## config.mk

```make
export PLATFORM = sky130hd
export DESIGN_NAME = core_s2_exec
export DESIGN_NICKNAME = d
export VERILOG_FILES = /design/src/rtl/core_s2_exec.sv
export SDC_FILE = /design/constraint.sdc
export NUM_CORES = 1
export LEC_CHECK = 0
export CAP_MARGIN = 40
export CORE_MARGIN = 2
export CORE_UTILIZATION = 50
export CTS_BUF_LIST = sky130_fd_sc_hd__clkbuf_8
export CTS_CLUSTER_SIZE = 10
export DETAILED_ROUTE_END_ITERATION = 8
export PLACE_DENSITY = 0.76
export SLEW_MARGIN = 20
export SYNTH_ARGS = -nofsm -noshare
export SYNTH_HDL_FRONTEND = slang
export SYNTH_SLANG_ARGS = --single-unit
```

## constraint.sdc

```tcl
create_clock -name clk -period 6.5 [get_ports clk]
set_input_delay 0.65 -clock clk [delete_from_list [all_inputs] [get_ports clk]]
set_output_delay 0.65 -clock clk [all_outputs]
set_load 0.01 [all_outputs]
```

## src/rtl/core_s2_exec.sv

```systemverilog
// LETC stage-2 execute unit: registered single-cycle ALU behind a valid/ready handshake.
// Define LETC_CORE_S2_EXEC_MUL_EN to execute ops 10-13 on an iterative shift-add multiplier.
module core_s2_exec #(
  parameter int XLEN      = 32,
  parameter int REG_IDX_W = 5
) (
  input  logic                 clk,
  input  logic                 rst_n,
  input  logic                 flush,
  input  logic                 in_valid,
  output logic                 in_ready,
  input  logic [3:0]           in_op,
  input  logic [XLEN-1:0]      in_operand_1,
  input  logic [XLEN-1:0]      in_operand_2,
  input  logic [REG_IDX_W-1:0] in_rd_idx,
  input  logic                 in_rd_we,
  output logic                 out_valid,
  input  logic                 out_ready,
  output logic [XLEN-1:0]      out_result,
  output logic [REG_IDX_W-1:0] out_rd_idx,
  output logic                 out_rd_we,
  output logic                 out_illegal,
  output logic                 busy
);

  localparam int SHW = $clog2(XLEN);

  logic                 idle;
  logic                 accept;
  logic                 isMul;
  logic                 aluIllegal;
  logic [XLEN-1:0]      aluRes;
  logic [SHW-1:0]       shamt;

  logic                 mulDone;
  logic [XLEN-1:0]      mulRes;
  logic [REG_IDX_W-1:0] mulRdIdx;
  logic                 mulRdWe;

  logic                 outValid_q, outValid_d;
  logic [XLEN-1:0]      outResult_q, outResult_d;
  logic [REG_IDX_W-1:0] outRdIdx_q, outRdIdx_d;
  logic                 outRdWe_q, outRdWe_d;
  logic                 outIllegal_q, outIllegal_d;

  assign shamt    = in_operand_2[SHW-1:0];
  assign in_ready = idle && (!outValid_q || out_ready) && !flush;
  assign accept   = in_valid && in_ready;

  always_comb begin
    aluRes     = '0;
    aluIllegal = 1'b0;
    isMul      = 1'b0;
    case (in_op)
      4'd0:  aluRes = in_operand_1 + in_operand_2;
      4'd1:  aluRes = in_operand_1 - in_operand_2;
      4'd2:  aluRes = in_operand_1 << shamt;
      4'd3:  aluRes = {{(XLEN-1){1'b0}}, $signed(in_operand_1) < $signed(in_operand_2)};
      4'd4:  aluRes = {{(XLEN-1){1'b0}}, in_operand_1 < in_operand_2};
      4'd5:  aluRes = in_operand_1 ^ in_operand_2;
      4'd6:  aluRes = in_operand_1 >> shamt;
      4'd7:  aluRes = $signed(in_operand_1) >>> shamt;
      4'd8:  aluRes = in_operand_1 | in_operand_2;
      4'd9:  aluRes = in_operand_1 & in_operand_2;
      4'd10, 4'd11, 4'd12, 4'd13: begin
`ifdef LETC_CORE_S2_EXEC_MUL_EN
        isMul = 1'b1;
`else
        aluIllegal = 1'b1;
`endif
      end
      default: aluIllegal = 1'b1;
    endcase
  end

`ifdef LETC_CORE_S2_EXEC_MUL_EN
  localparam int CNTW = $clog2(XLEN) + 1;

  typedef enum logic {IDLE, BUSY} state_e;

  state_e               state_q, state_d;
  logic [CNTW-1:0]      cnt_q, cnt_d;
  logic [2*XLEN-1:0]    mcand_q, mcand_d;
  logic [2*XLEN-1:0]    acc_q, acc_d;
  logic [2*XLEN-1:0]    partial, accStep;
  logic [XLEN-1:0]      mplier_q, mplier_d;
  logic                 bSigned_q, bSigned_d;
  logic                 wantHi_q, wantHi_d;
  logic [REG_IDX_W-1:0] pendIdx_q, pendIdx_d;
  logic                 pendWe_q, pendWe_d;
  logic                 aSigned;

  assign aSigned = (in_op == 4'd11) || (in_op == 4'd12);
  assign partial = mplier_q[0] ? mcand_q : '0;
  // A signed multiplier's MSB has negative weight, so its (final) step subtracts.
  assign accStep = (bSigned_q && cnt_q == CNTW'(1)) ? acc_q - partial : acc_q + partial;

  always_ff @(posedge clk) begin
    if (!rst_n) begin
      state_q   <= IDLE;
      cnt_q     <= '0;
      mcand_q   <= '0;
      acc_q     <= '0;
      mplier_q  <= '0;
      bSigned_q <= 1'b0;
      wantHi_q  <= 1'b0;
      pendIdx_q <= '0;
      pendWe_q  <= 1'b0;
    end else begin
      state_q   <= state_d;
      cnt_q     <= cnt_d;
      mcand_q   <= mcand_d;
      acc_q     <= acc_d;
      mplier_q  <= mplier_d;
      bSigned_q <= bSigned_d;
      wantHi_q  <= wantHi_d;
      pendIdx_q <= pendIdx_d;
      pendWe_q  <= pendWe_d;
    end
  end

  always_comb begin
    state_d   = state_q;
    cnt_d     = cnt_q;
    mcand_d   = mcand_q;
    acc_d     = acc_q;
    mplier_d  = mplier_q;
    bSigned_d = bSigned_q;
    wantHi_d  = wantHi_q;
    pendIdx_d = pendIdx_q;
    pendWe_d  = pendWe_q;
    mulDone   = 1'b0;
    if (flush) begin
      state_d = IDLE;
      cnt_d   = '0;
    end else if (state_q == IDLE) begin
      if (accept && isMul) begin
        state_d   = BUSY;
        cnt_d     = CNTW'(XLEN);
        mcand_d   = {{XLEN{aSigned & in_operand_1[XLEN-1]}}, in_operand_1};
        acc_d     = '0;
        mplier_d  = in_operand_2;
        bSigned_d = (in_op == 4'd11);
        wantHi_d  = (in_op != 4'd10);
        pendIdx_d = in_rd_idx;
        pendWe_d  = in_rd_we;
      end
    end else begin
      acc_d    = accStep;
      mcand_d  = mcand_q << 1;
      mplier_d = mplier_q >> 1;
      cnt_d    = cnt_q - CNTW'(1);
      if (cnt_q == CNTW'(1)) begin
        mulDone = 1'b1;
        state_d = IDLE;
      end
    end
  end

  assign idle     = (state_q == IDLE);
  assign busy     = (state_q == BUSY);
  assign mulRes   = wantHi_q ? accStep[2*XLEN-1:XLEN] : accStep[XLEN-1:0];
  assign mulRdIdx = pendIdx_q;
  assign mulRdWe  = pendWe_q;
`else
  assign idle     = 1'b1;
  assign busy     = 1'b0;
  assign mulDone  = 1'b0;
  assign mulRes   = '0;
  assign mulRdIdx = '0;
  assign mulRdWe  = 1'b0;
`endif

  always_ff @(posedge clk) begin
    if (!rst_n) begin
      outValid_q   <= 1'b0;
      outResult_q  <= '0;
      outRdIdx_q   <= '0;
      outRdWe_q    <= 1'b0;
      outIllegal_q <= 1'b0;
    end else begin
      outValid_q   <= outValid_d;
      outResult_q  <= outResult_d;
      outRdIdx_q   <= outRdIdx_d;
      outRdWe_q    <= outRdWe_d;
      outIllegal_q <= outIllegal_d;
    end
  end

  // A new load wins over the handshake clear, which keeps back-to-back ops at full rate.
  always_comb begin
    outValid_d   = outValid_q;
    outResult_d  = outResult_q;
    outRdIdx_d   = outRdIdx_q;
    outRdWe_d    = outRdWe_q;
    outIllegal_d = outIllegal_q;
    if (flush) begin
      outValid_d   = 1'b0;
      outIllegal_d = 1'b0;
    end else if (mulDone) begin
      outValid_d   = 1'b1;
      outResult_d  = mulRes;
      outRdIdx_d   = mulRdIdx;
      outRdWe_d    = mulRdWe;
      outIllegal_d = 1'b0;
    end else if (accept && !isMul) begin
      outValid_d   = 1'b1;
      outResult_d  = aluIllegal ? '0 : aluRes;
      outRdIdx_d   = in_rd_idx;
      outRdWe_d    = in_rd_we && !aluIllegal;
      outIllegal_d = aluIllegal;
    end else if (outValid_q && out_ready) begin
      outValid_d = 1'b0;
    end
  end

  assign out_valid   = outValid_q;
  assign out_result  = outResult_q;
  assign out_rd_idx  = outRdIdx_q;
  assign out_rd_we   = outRdWe_q;
  assign out_illegal = outIllegal_q;

endmodule

```

==> results of run 1 <==
==> cell usage after synthesis (all sizes together), types with 8 or more instances <==
cell	instances	area, um2
a211oi	35	262.8
a21o	13	97.59
a21oi	139	699.4
a221o	8	80.08
a221oi	22	229.0
a22oi	15	112.6
a31oi	14	87.58
and2	10	62.56
and3	8	50.05
buf	42	235.2
clkbuf	66	247.7
dfxtp	40	800.8
ha	100	1251
inv	97	364.1
mux2	14	157.7
mux2i	64	640.6
mux4	37	833.3
nand2	114	427.9
nand2b	19	118.9
nand3	18	90.09
nand4	9	56.30
nor2	168	630.6
nor2b	16	100.1
nor3	42	210.2
nor4	17	106.4
o211ai	25	187.7
o21ai	103	519.3
o21bai	18	135.1
o221ai	11	96.34
o22ai	11	68.82
o31ai	15	112.6
xnor2	9	78.83
==> path summary, 6_finish.rpt <==
kind / slack [ps] / to / from / cells past startpoint
worst max-delay path: 2400 / out_result[31] / in_operand_1[12] / 12
worst min-delay path: 470 / out_result[2] / out_result[2] / 2
worst max register to register: 3540 / out_result[29] / out_valid / 10
worst min register to register: 470 / out_result[2] / out_result[2] / 2
==> power by group through the flow <==
stage	Clock (mW)	Combinational, mW	Sequential (mW)
after floorplan	0	0.554	0.271
after global placement	0	0.849	0.268
after detailed placement	0	0.854	0.268
after CTS	0.243	0.859	0.262
after global routing	0.250	0.950	0.264
final	0.243	0.891	0.263
==> critical path, delay by kind of cell <==
family	cells	cell delay [ps]
buffers and inverters	3	1030
AOI/OAI and AO/OA	7	1930
and+or+nand+nor	1	80
adders and majority gates	1	590
==> routing by layer <==
metal / GRT usage, % / wire length (um) / up-vias
li1: - / - / 5454
met1: 57.37 / 18460 / 5698
met2: 61.20 / 18730 / 918
met3: 7.375 / 5174 / 156
met4: 21.02 / 3079 / 0
met5: 0 / 0 / -
==> per-stage QoR <==
| stage | cell area (um2) | setup slack, ps | hold WS, ps | utilization [%] |
|---|---|---|---|---|
| floorplan | 10170 | 2418 | 480.5 | - |
| global placement | 11410 | 1858 | 440.5 | 56.75 |
| detailed placement | 11450 | 2168 | 451.1 | 56.95 |
| CTS | 11570 | 2503 | 466.6 | 57.53 |
| global route | 11600 | 2213 | 498.1 | 57.72 |
| finish | 11600 | 2398 | 468.3 | 57.72 |
==> flip-flops by register name (all words and copies together), names as in the netlist <==
signal,flops
out_result,32
out_rd_idx,5
out_illegal,1
out_rd_we,1
out_valid,1
==> cells by family (layout without fill, tap and decap cells) <==
logic type	Yosys count	in the layout
and+or+nand+nor	451	451
AOI/OAI and AO/OA	508	508
DFF	40	40
xor gates and xnor gates	10	10
muxes	115	115
adders and majority gates	102	102
buffers and inverters	206	258
other	1	1
==> layout make-up <==
cell class / count / area [um2] / area share (%)
Clock buffer: 5 / 68.82 / 0.5930
Clock inverter: 3 / 47.55 / 0.4097
Inverter: 98 / 367.9 / 3.170
Multi-Input combinational cell: 1187 / 8543 / 73.62
Sequential cell: 40 / 800.8 / 6.900
Tap cell: 270 / 337.8 / 2.911
Timing Repair Buffer: 152 / 1439 / 12.40
==> results.yml, run 1 <==
outcome:
  status: "completed"
placed_design:
  portBuffers: 119
  place_congestion: 1.056
  dp_hpwl_um: 34960
  place_inst: 1743
clocking:
  numCtsBuffers: 5
  cts_resized: 0
  cts_setup_buffers: 0
  clk_latency_ps: 330
  clockBufferDepth: 2
  htree_levels: 2
  cts-hold-fix-buffers: 0
  cts_root_buf: "clkbuf_8"
  cts_tree: "done"
  clk_pin_slew_ps: 100
  cts_sinks: 40
timing:
  final_max_slew_viol_count: 0
  final-setup-viol-count: 0
  clock_skew_ps: 5.907
  fmax_mhz: 243.8
  finalCriticalPeriod_ps: 4102
  rsz0062_at_grt: "false"
  setup_tns_ps: 0
  hold_violations: 0
  worst_pin_slew_ps: 844.9
  min_period_over_period_pct: 63.11
  worst_slew_margin_rel_pct: 43.36
detailed_routing:
  via_count: 12230
  drt_iter0_drc: 1707
  vias_per_cell: 6.966
  drc_errors: 0
  ant_nets: 0
  wl_per_cell_um: 25.89
  wl_um: 45440
  firstDrtPassIters: 7
global_route:
  grt_max_degree: 66
  antenna_found_initial: 0
  grt_pass1_vias: 11060
  grt_pass1_wl_um: 68790
  grt_util_all_layers_pct: 41.30
  gr-total-overflow: 0
synth:
  synth_top_family_by_area: "compound AO/OA/AOI/OAI gates"
  syn_avg_cell_area_um2: 7.097
  synth_warnings: 0
  synthArstFlopShare_pct: 0
  ys_types: 90
  synth.net_count: 1614
  syn-instance-count: 1433
  ys_ff_latch: 40
  synthesis.area_um2: 10170
  synth_edf_count: 0
  yosys.area_share.simple_pct: 20.50
  ys_seq_area_share_pct: 7.874
  synth-xor-area-share_pct: 0.8612
  synth_flop_cell: "dfxtp_1"
  synth-adder-area-share_pct: 12.70
  synth-compound-area-share_pct: 33.62
  synthMuxAreaShare_pct: 16.04
critical_path:
  worstSetupEndpointType: "flip-flop"
  crit_slowest_cell: "clkdlybuf4s50_1"
  cp_max_fo: 14
  start_kind: "input pin"
  crit_path_cell_trace: "clkdlybuf4s50_1, inv_1, ha_1, inv_1, a21oi_1, o31ai_1, a22oi_1, o211ai_1, a221oi_1, nor2_1, o311ai_0, a41oi_1"
  path_class: "in -> reg"
  crit_path_max_incr_delay_ps: 790
  crit_top_cell: "inv_1"
  worstPathArrival_ps: 4300
  cp.required_ps: 6700
final_layout:
  drive_above_1_share_pct: 8.215
  area_growth_pct: 14.11
  diodes: 0
  num-nets-final: 1665
  final_common_cell: "nor2_1"
  final_cell_mix: "nor2_1 (167), a21oi_1 (138), nand2_1 (114), clkdlybuf4s50_1 (114), ha_1 (100)"
  final_cells: 1755
  fillCellCount: 1969
run:
  max_cap_viol_count: 0
power:
  power_mw: 1.398
  p_leak_nw: 4.794
  power.switching_mw: 0.6917
  comb_power_share_pct: 63.8
  seq_power_share_pct: 18.8
  sw_frac_of_total_pct: 49.49
  clkPwrFrac_pct: 17.4
  vdd_drop_max_mv: 0.08766
  cellPowerDensity_nw_per_um2: 120.4
  p_int_mw: 0.7059
floorplan:
  initial_core_util_pct: 50.59
  ios: 121
  core_um2: 20100
  row_count: 52
  fp.dieH_um: 146.6
  die_w_um: 146.6
  dieArea_um2: 21500
hold_path:
  hp-class: "reg -> reg"
Power figures use the tool's default switching activity.
==> inputs of run 2 (changes only) <==
- clock period: 6.5 -> 3.95 ns (I/O delays scaled with it)
==> run 2 against run 1 <==
  * Register-to-register slack worse by 2100 ps
  * Total power rose by 72%
  * Sequential power increased by 64%
  * Utilization rose by 3.2 points
  * Critical endpoint is now out_result[16]
  * Worst setup slack lost 2000 ps
  * Combinational power is 76% higher
  * Design area up 5.5%
  * Clock-buffer cell count unchanged
  * Critical path depth is 2 higher
  * Non-clock buffer count grew 85
  * Global-route usage increased by 2.9 points
  * Critical path type unchanged
  * Highest routed layer unchanged
  * Via count rose by 3.5%
==> results.yml, run 2 (synthesis results as in run 1) <==
outcome:
  status: "completed"
clocking:
  clk_latency_ps: 330
  clk_pin_slew_ps: 100
  cts_resized: 0
  cts_setup_buffers: 0
  cts_sinks: 40
  htree_levels: 2
  cts_root_buf: "clkbuf_8"
  cts_tree: "done"
  clockBufferDepth: 2
  cts-hold-fix-buffers: 0
  numCtsBuffers: 5
global_route:
  antenna_found_initial: 1
  grt_pass1_vias: 11830
  grt_max_degree: 56
  grt_pass1_wl_um: 72750
  grtUsageMet2_pct: 68.29
  gr-total-overflow: 0
  grt_use_met1_pct: 59.82
  grt_util_all_layers_pct: 44.23
  grt-busiest-layer: "met2"
  met3_usage_pct: 7.000
power:
  cellPowerDensity_nw_per_um2: 195.8
  seq_power_share_pct: 18.0
  p_leak_nw: 5.204
  p_int_mw: 1.227
  power.switching_mw: 1.171
  sw_frac_of_total_pct: 48.84
  comb_power_share_pct: 65.7
  clkPwrFrac_pct: 16.3
  vdd_drop_max_mv: 0.1653
final_layout:
  largest_register_ffs: 32
  drive_above_1_share_pct: 13.12
  multi_input_area_um2: 8538
  final_cells: 1841
  final_cell_mix: "nor2_1 (167), a21oi_1 (138), buf_4 (117)"
  area_growth_pct: 20.39
  seqCellArea_um2: 800.8
  fillCellCount: 1872
  num-nets-final: 1750
  final_util_pct: 60.90
  final_common_cell: "nor2_1"
critical_path:
  crit_path_max_incr_delay_ps: 550
  worstSetupEndpointType: "flip-flop"
  crit_slowest_cell: "clkdlybuf4s50_1"
  crit_path_cell_trace: "clkdlybuf4s50_1, inv_1, ha_1, inv_1, fa_1, nor2b_1, o221ai_1, a211oi_1, nor2_1, nor2_1, a21oi_1, a221o_1, a221oi_1, o21ai_0"
  critical_path.top_delay_family: "compound AO/OA/AOI/OAI gates"
  path_class: "in -> reg"
  start_kind: "input pin"
  cp_num_buf_inv: 3
  cp.required_ps: 4170
  cp_max_fo: 4
  worstPathArrival_ps: 3810
detailed_routing:
  vias_per_cell: 6.873
  wl_um: 48450
  wl_per_cell_um: 26.32
  ant_nets: 0
  via_count: 12650
  firstDrtPassIters: 5
  drc_errors: 0
  drt_iter0_drc: 1838
timing:
  worst_slew_margin_rel_pct: 41.43
  clock_skew_ps: 1.574
  final_max_slew_viol_count: 0
  fmax_mhz: 278.7
  finalCriticalPeriod_ps: 3589
  min_period_over_period_pct: 90.85
  final-setup-viol-count: 0
  hold_violations: 0
  setup_tns_ps: 0
  worst_pin_slew_ps: 871.8
  rsz0062_at_grt: "false"
floorplan:
  dieArea_um2: 21500
  row_count: 52
  initial_core_util_pct: 50.59
  fp.dieH_um: 146.6
  ios: 121
  core_um2: 20100
  die_w_um: 146.6
placed_design:
  portBuffers: 119
  place_inst: 1832
  place_congestion: 1.074
  dp_hpwl_um: 38140
run:
  max_cap_viol_count: 0
hold_path:
  hp-class: "reg -> reg"
==> run 2: changes by cell type in the layout (fill, tap and decap cells not counted) <==
cell,before,now
diode_2,0,1
nor3_1,40,41
buf_8,1,0
buf_4,28,117
buf_12,1,2
buf_2,6,4
buf_6,2,0
nor3_2,2,1
==> run 2: cell type report <==
type                    instances  share of cell area (%)
clock inverters                 3                  0.3883
clock buffers                   5                  0.5621
repair buffers                237                   16.99
inverters                      98                   3.005
diodes                          1                 0.02044
multi-input cells            1187                   69.74
well taps                     270                   2.759
flip-flops and latches         40                   6.541
==> run 2: worst min-delay path: stages (launching register included) <==
cell	delay (ps)
dfxtp_1	340
nand2_1	50
o21ai_0	60
==> run 2: metal layers <==
metal | routed length, um | vias to the layer above
met5 | 0 | -
met4 | 2994 | 0
met3 | 5825 | 156
met2 | 20830 | 1014
met1 | 18800 | 5871
li1 | - | 5612
==> run 2: final timing paths <==
| check | start | endpoint | slack, ps | cells past startpoint |
|---|---|---|---|---|
| worst max-delay path | in_operand_1[0] | out_result[16] | 360 | 14 |
| worst min-delay path | out_result[11] | out_result[11] | 460 | 2 |
| worst max register to register | out_valid | out_result[31] | 1460 | 10 |
| worst min register to register | out_result[11] | out_result[11] | 460 | 2 |
==> run 2: power by group through the flow <==
stage	Combinational (mW)	Clock (mW)	Sequential (mW)
2_1_floorplan	0.911	0	0.445
3_3_place_gp	1.50	0	0.440
3_5_place_dp	1.51	0	0.441
4_1_cts	1.52	0.388	0.431
5_1_grt	1.67	0.406	0.434
6_report	1.57	0.391	0.432
==> run 2: metrics by stage <==
step	power, mW	cell area, um2	hold WS [ps]	setup slack (ps)
6_report	2.398	12240	464.8	361.5
5_1_grt	2.509	12240	489.6	52.64
4_1_cts	2.338	12240	466.5	450.4
3_5_place_dp	1.950	12120	444.7	110.9
3_3_place_gp	1.944	12120	437.5	164.9
2_1_floorplan	1.357	10170	480.5	123.4
